### config.mk
export PLATFORM = sky130hd
export DESIGN_NAME = score_keeper
export DESIGN_NICKNAME = d
export VERILOG_FILES = /design/src/rtl/score_keeper.sv
export SDC_FILE = /design/constraint.sdc
export NUM_CORES = 1
export LEC_CHECK = 0
export CELL_PAD_IN_SITES_DETAIL_PLACEMENT = 0
export CELL_PAD_IN_SITES_GLOBAL_PLACEMENT = 1
export CORE_MARGIN = 2
export CORE_UTILIZATION = 43
export CTS_BUF_LIST = sky130_fd_sc_hd__clkbuf_4 sky130_fd_sc_hd__clkbuf_8
export DETAILED_ROUTE_END_ITERATION = 16
export PLACE_DENSITY = 0.78
export SLEW_MARGIN = 15
export SYNTH_ARGS = -nofsm -noshare
export SYNTH_HDL_FRONTEND = slang
export SYNTH_SLANG_ARGS = --single-unit
### constraint.sdc
create_clock -name clk -period 3.7 [get_ports clk]
set_clock_uncertainty 0.15 [all_clocks]
set_input_delay 0.925 -clock clk [delete_from_list [all_inputs] [get_ports clk]]
set_output_delay 0.925 -clock clk [all_outputs]
set_load 0.02 [all_outputs]
### src/rtl/score_keeper.sv
// Game score/lives tracker: edge-detects start/hit/miss and runs an IDLE/PLAY/OVER game,
// keeping a saturating score, lives count and best final score for the display path.
module score_keeper #(
  parameter int MAX_SCORE  = 99,
  parameter int LIVES_INIT = 3
) (
  input  logic       clk,
  input  logic       rst_n,
  input  logic       start,
  input  logic       hit,
  input  logic       miss,
  output logic [7:0] score,
  output logic [7:0] high_score,
  output logic [1:0] lives,
  output logic       playing,
  output logic       game_over,
  output logic       win
);

  localparam logic [1:0] IDLE = 2'd0;
  localparam logic [1:0] PLAY = 2'd1;
  localparam logic [1:0] OVER = 2'd2;

  localparam logic [7:0] MAX  = 8'(MAX_SCORE);
  localparam logic [1:0] LINI = 2'(LIVES_INIT);

  logic [1:0] state, state_n;
  logic [7:0] score_n, hs_n;
  logic [1:0] lives_n;
  logic       win_n;
  logic [2:0] in_v, prev, edg;

  assign in_v = {miss, hit, start};

  // prev resets high so a level already asserted at reset release is not an edge;
  // edges are registered, so the game state reacts one clock after sampling.
  always_ff @(posedge clk or negedge rst_n) begin
    if (!rst_n) begin
      prev <= 3'b111;
      edg  <= 3'b000;
    end else begin
      prev <= in_v;
      edg  <= in_v & ~prev;
    end
  end

  always_comb begin
    state_n = state;
    score_n = score;
    lives_n = lives;
    win_n   = win;
    hs_n    = high_score;
    case (state)
      IDLE, OVER: begin
        if (edg[0]) begin
          state_n = PLAY;
          score_n = 8'd0;
          lives_n = LINI;
          win_n   = 1'b0;
        end
      end
      PLAY: begin
        // hit is applied before miss, so a same-cycle win takes priority
        if (edg[1]) begin
          if (score < MAX) score_n = score + 8'd1;
          if (score_n == MAX) begin
            state_n = OVER;
            win_n   = 1'b1;
          end
        end
        if (edg[2] && lives != 2'd0) begin
          lives_n = lives - 2'd1;
          if (lives == 2'd1) state_n = OVER;
        end
        if (state_n == OVER && score_n > high_score) hs_n = score_n;
      end
      default: state_n = IDLE;
    endcase
  end

  always_ff @(posedge clk or negedge rst_n) begin
    if (!rst_n) begin
      state      <= IDLE;
      score      <= 8'd0;
      high_score <= 8'd0;
      lives      <= 2'd0;
      win        <= 1'b0;
      playing    <= 1'b0;
      game_over  <= 1'b0;
    end else begin
      state      <= state_n;
      score      <= score_n;
      high_score <= hs_n;
      lives      <= lives_n;
      win        <= win_n;
      playing    <= (state_n == PLAY);
      game_over  <= (state_n == OVER);
    end
  end

endmodule

After elaboration in Yosys (flattened, before gate mapping)
Index checks and enable logic that the tools add are counted.

operators by class
  magnitude comparators = 2
  equality and inequality tests = 11
  reduce and logical (&&, ||, !) cells = 10
  multiplexer cells = 21
  add/subtract/negate cells = 2
  bitwise logic cells = 2

operator list
  cell                                                number
  2-to-1 mux 8 bit                                    6
  2-to-1 mux 2 bit                                    8
  case mux 8 bit (2 select lines)                     1
  adder 8 x 1 -> 8 bit, second input constant         1
  == test 8 x 7 -> 1 bit, second input constant       1
  > comparator 8 bit                                  1
  < comparator 8 x 7 -> 1 bit, second input constant  1
  inequality test 2 bit, second input constant        4
  case mux 2 bit (2 select lines)                     2
  == test 2 x 1 -> 1 bit, second input constant       3
  == test 2 bit, second input constant                3
  AND reduction 2 bit                                 2
  AND reduction 4 bit                                 1
  nonzero test 2 bit                                  2
  AND 3 bit                                           1
  2-to-1 mux 1 bit                                    3
  inverter 3 bit                                      1
  AND reduction 3 bit                                 1
  logical AND 1 bit                                   2
  zero test 2 bit                                     1
  case mux 1 bit (2 select lines)                     1
  OR reduction 2 bit                                  1
  subtractor 2 x 1 -> 2 bit, second input constant    1

storage, ports and cells
  word-level logic and storage cells = 57
  output and inout port bits = 21
  register bits = 29
  bits of input ports = 5

Depth between registers and ports, before layout
Gate-level depths: netlist of run 1.

  depth after elaboration = 13
  gate-level depth with buffers = 12
  gate-level depth less buffers = 12

Worst setup path after synthesis of run 1
OpenSTA, ideal clock, no wires.

  kind = flip-flop to flip-flop
  start = register score[1]
  end = register high_score[1]
  clock period less this slack = 3.050 ns
  buffers on the path = 0
  stages on the path, launching flop included = 12
  data required time = 3.425 ns
  slack = 0.650 ns
  library setup time = 0.125 ns
  arrival time = 2.775 ns
  path through = dfrtp_1 ha_1 nor4_4 o21ai_1 o21ai_0 ha_1 nor2b_1 o211ai_1 a21o_1 a31oi_1 a21boi_4 mux2_2

between the ends
  cells in the longest elaborated chain, start to end = 13
  elaborated cells on any way between the ends = 17
  classes of those cells = add/sub (1); order compare (2); eq/ne (2); mux (10); reduce/logical (2)

ends and longest elaborated chain
  element                                                                     RTL line  RTL
  from (decl)                                                                 12        output logic [7:0] score,
  from (signal assigned)                                                      92        score <= score_n;
  adder 8 x 1 -> 8 bit / < comparator 8 x 7 -> 1 bit (equally long branches)  65        if (score < MAX) score_n = score + 8'd1;
  2-to-1 mux 8 bit                                                            65
  2-to-1 mux 8 bit                                                            64        if (edg[1]) begin
  2-to-1 mux 8 bit                                                            53        case (state)
  == test 8 x 7 -> 1 bit                                                      66        if (score_n == MAX) begin
  2-to-1 mux 2 bit                                                            66
  2-to-1 mux 2 bit                                                            64
  2-to-1 mux 2 bit                                                            73        if (lives == 2'd1) state_n = OVER;
  2-to-1 mux 2 bit                                                            71        if (edg[2] && lives != 2'd0) begin
  2-to-1 mux 2 bit                                                            53
  == test 2 bit                                                               75        if (state_n == OVER && score_n > high_score) hs_n = score_n;
  logical AND 1 bit                                                           75
  AND reduction 2 bit (no source line)                                        n/a
  to (signal assigned)                                                        93        high_score <= hs_n;
  to (decl)                                                                   13        output logic [7:0] high_score,

Parallel ways exist; a longest one is shown, timed or not. The select of a mux whose other input is x is not followed.
A chain may end at the register's enable or synchronous reset.

Worst setup path after layout of run 1
  start = register score[0]
  end = register high_score[4]

The elaborated chain is that of the path after synthesis.

==> qor.txt, run 1 <==
Outcome: complete, no violations
Core ar.: 3630 um2
Number of flops mapped to enable cells by yosys: 0
WL met3: 110 um
Syn avg cell area: 10.6 um2
H-tree depth: 2
Worst Path Arrival: 3.36 ns
Met1 Wirelength: 1620 um
TritonCTS clock tree: done
Via count: 1204
Die X: 65.3 um
DP Cell Count: 221
I/O pins: 26
Worst Path Max Fanout: 10
Worst vdd ir: 0.269 mV
Unrepaired setup endpoints after global routing: false
Vias in the first global route: 1195
Startpoint type of the worst setup path: register
DR DRC count: 0
Power Density: 533 nW/um2
Synth Instances: 152
Die Footprint: 4260 um2
Final Cycle Share: 90.4%
Commonest non-fill, non-tap cells in the layout: dfrtp_1, clkdlybuf4s50_1, inv_1, ha_1, o21ai_0
Synth Cell Area: 1610 um2
GRT Total Usage: 17.9%
Core Rows: 22
Fin. max-slew vios: 0
Syn_nets: 168
Root Buffer: clkbuf_8
Sequential area share after synthesis: 45.2%
Total grt overflow: 0
Diode count: 0
Vias per cell: 5.26
Number of distinct library cells after synthesis: 40
Pleak: 0.000907 uW
DRT Pass-1 Iters: 4
Finished Layout Cells: 229
Largest net degree at the start of global routing: 30
CTS-repair resized insts: 0
CTS Buffer Depth: 2
Routed wl met2: 1500 um
Hold WS: 0.329 ns
Fmax: 0.299 GHz
GP Congestion: 0.921
Wire per inst: 14.3 um
Critical Path RT: 3.71 ns
Iter 0 DRT Violations: 80
Endpoints failing setup: 0
Commonest non-fill, non-tap cell in the layout: dfrtp_1
Initial Util: 44.4%
Post-synth ARST share: 100%
Share of layout cells above drive strength 1: 13.8%
Top sig layer: met4
Slew @ Worst Pin: 0.420 ns
Post-route ant nets: 0
Clock slew at reported path FFs: 0.07 ns
Ys Warns: 0
HP Class: register to register
Post-CTS setup buffers: 0
PortBufs: 25
Final net count: 196
FF+latch count, synth: 29
Max-Cap Viols: 0
Critical Path Sink Type: register
Antenna violations before repair: 0
Rel. slew slack: 72.0%
WL final: 3280 um
Fin. Hold Viols: 0
Detailed placement HPWL: 2330 um
Synth Flop Type: dfrtp_1
Min Clock Period, post-route: 3.35 ns
First-pass GRT wire length: 5650 um
TNS Setup: 0 ns
Setup Crit Path Kind: register to register
Die height: 65.3 um
Layout area overhead: 23.8%
Clock Sinks: 29
Clock latency on the worst-skew pair: 0.28 ns
CTS Buf Count: 5
CTS Hold Buffers Added: 0
## metrics by stage
step                area (um2)  setup slack, ns  util (%)  power [uW]
floorplan                 1610            0.650         -         687
global placement          1910            0.431      52.6         807
detailed placement        1910            0.359      52.6         817
CTS                       2000            0.339      55.0        1080
global route              2000           0.0907      55.0        1150
finish                    2000            0.354      55.0        1070
## layout make-up
type | count | area (um2)
Clock inverter | 3 | 17.5
Multi-Input combinational cell | 102 | 793
Sequential cell | 29 | 729
Inverter | 13 | 48.8
Fill cell | 340 | 1640
Clock buffer | 5 | 68.8
Tap cell | 48 | 60.1
Timing Repair Buffer | 29 | 280
## report_power, final
group | internal [uW] | switching [uW]
clock network | 129 | 125
registers | 361 | 61.1
logic | 189 | 200
## sequential cells by signal, summed over array words and instances (netlist names)
signal / flops
game_over: 1
state: 2
high_score: 8
edg: 3
playing: 1
score: 8
lives: 2
prev: 3
win: 1
## final timing paths
| check | start | endpoint | slack, ns | depth (start not counted) |
|---|---|---|---|---|
| hold / removal | win | win | 0.33 | 2 |
| min in group asynchronous | rst_n | score[1] | 0.87 | 2 |
| hold reg to reg | win | win | 0.33 | 2 |
| setup / recovery | score[0] | high_score[4] | 0.35 | 11 |
| setup reg to reg | score[0] | high_score[4] | 0.35 | 11 |
| max in group asynchronous | rst_n | prev[2] | 2.21 | 2 |
## synth_stat cells, drive strengths merged (3+ instances only)
cell | n | area share (%)
buf | 4 | 1.7
a22o | 5 | 2.7
clkbuf | 4 | 0.93
nor2b | 7 | 2.7
dfrtp | 26 | 40
dfstp | 3 | 4.9
a21oi | 4 | 1.2
nand3 | 6 | 2.2
and3 | 4 | 1.6
mux2 | 6 | 4.2
xnor2 | 5 | 2.7
nor2 | 3 | 0.70
inv | 13 | 3.0
ha | 11 | 8.5
o21ai | 9 | 2.8
a21o | 6 | 2.8
nand2 | 6 | 1.4
o31ai | 3 | 1.4
## cell families after synthesis
family,Yosys count,share of synthesized area [%]
multiplexers,8,5.43
XOR/XNOR,7,3.80
buffers and inverters,21,5.66
AO/OA/AOI/OAI,36,16.1
flip-flops,29,45.2
AND/OR/NAND/NOR,40,15.3
adder cells (fa/ha/maj),11,8.53
## worst max-delay path, stage by stage (launching register included)
cell	delay (ns)
dfrtp_1	0.51
ha_1	0.33
nor4_4	0.06
o21ai_1	0.36
o21ai_0	0.23
ha_1	0.34
nor2b_1	0.13
o211ai_1	0.08
a21o_1	0.16
a31oi_1	0.15
a21boi_4	0.34
mux2_2	0.38
## per-layer routing
| metal | GRT usage [%] | vias to the layer above |
|---|---|---|
| met4 | 7.03 | 0 |
| met1 | 24.3 | 583 |
| met2 | 27.0 | 23 |
| met3 | 5.14 | 4 |
| li1 | - | 594 |
| met5 | 0 | - |
(Power assumes the default switching activity.)
==> inputs of run 2 (changes only) <==
--- a/config.mk
+++ b/config.mk
@@ -9,7 +9,7 @@
 export CELL_PAD_IN_SITES_GLOBAL_PLACEMENT = 1
 export CORE_MARGIN = 2
 export CORE_UTILIZATION = 43
-export CTS_BUF_LIST = sky130_fd_sc_hd__clkbuf_4 sky130_fd_sc_hd__clkbuf_8
+export CTS_BUF_LIST = sky130_fd_sc_hd__clkbuf_8
 export DETAILED_ROUTE_END_ITERATION = 16
 export PLACE_DENSITY = 0.78
 export SLEW_MARGIN = 15
==> results of run 2 <==
Final layout, timing and power as in run 1 (identical DEF).
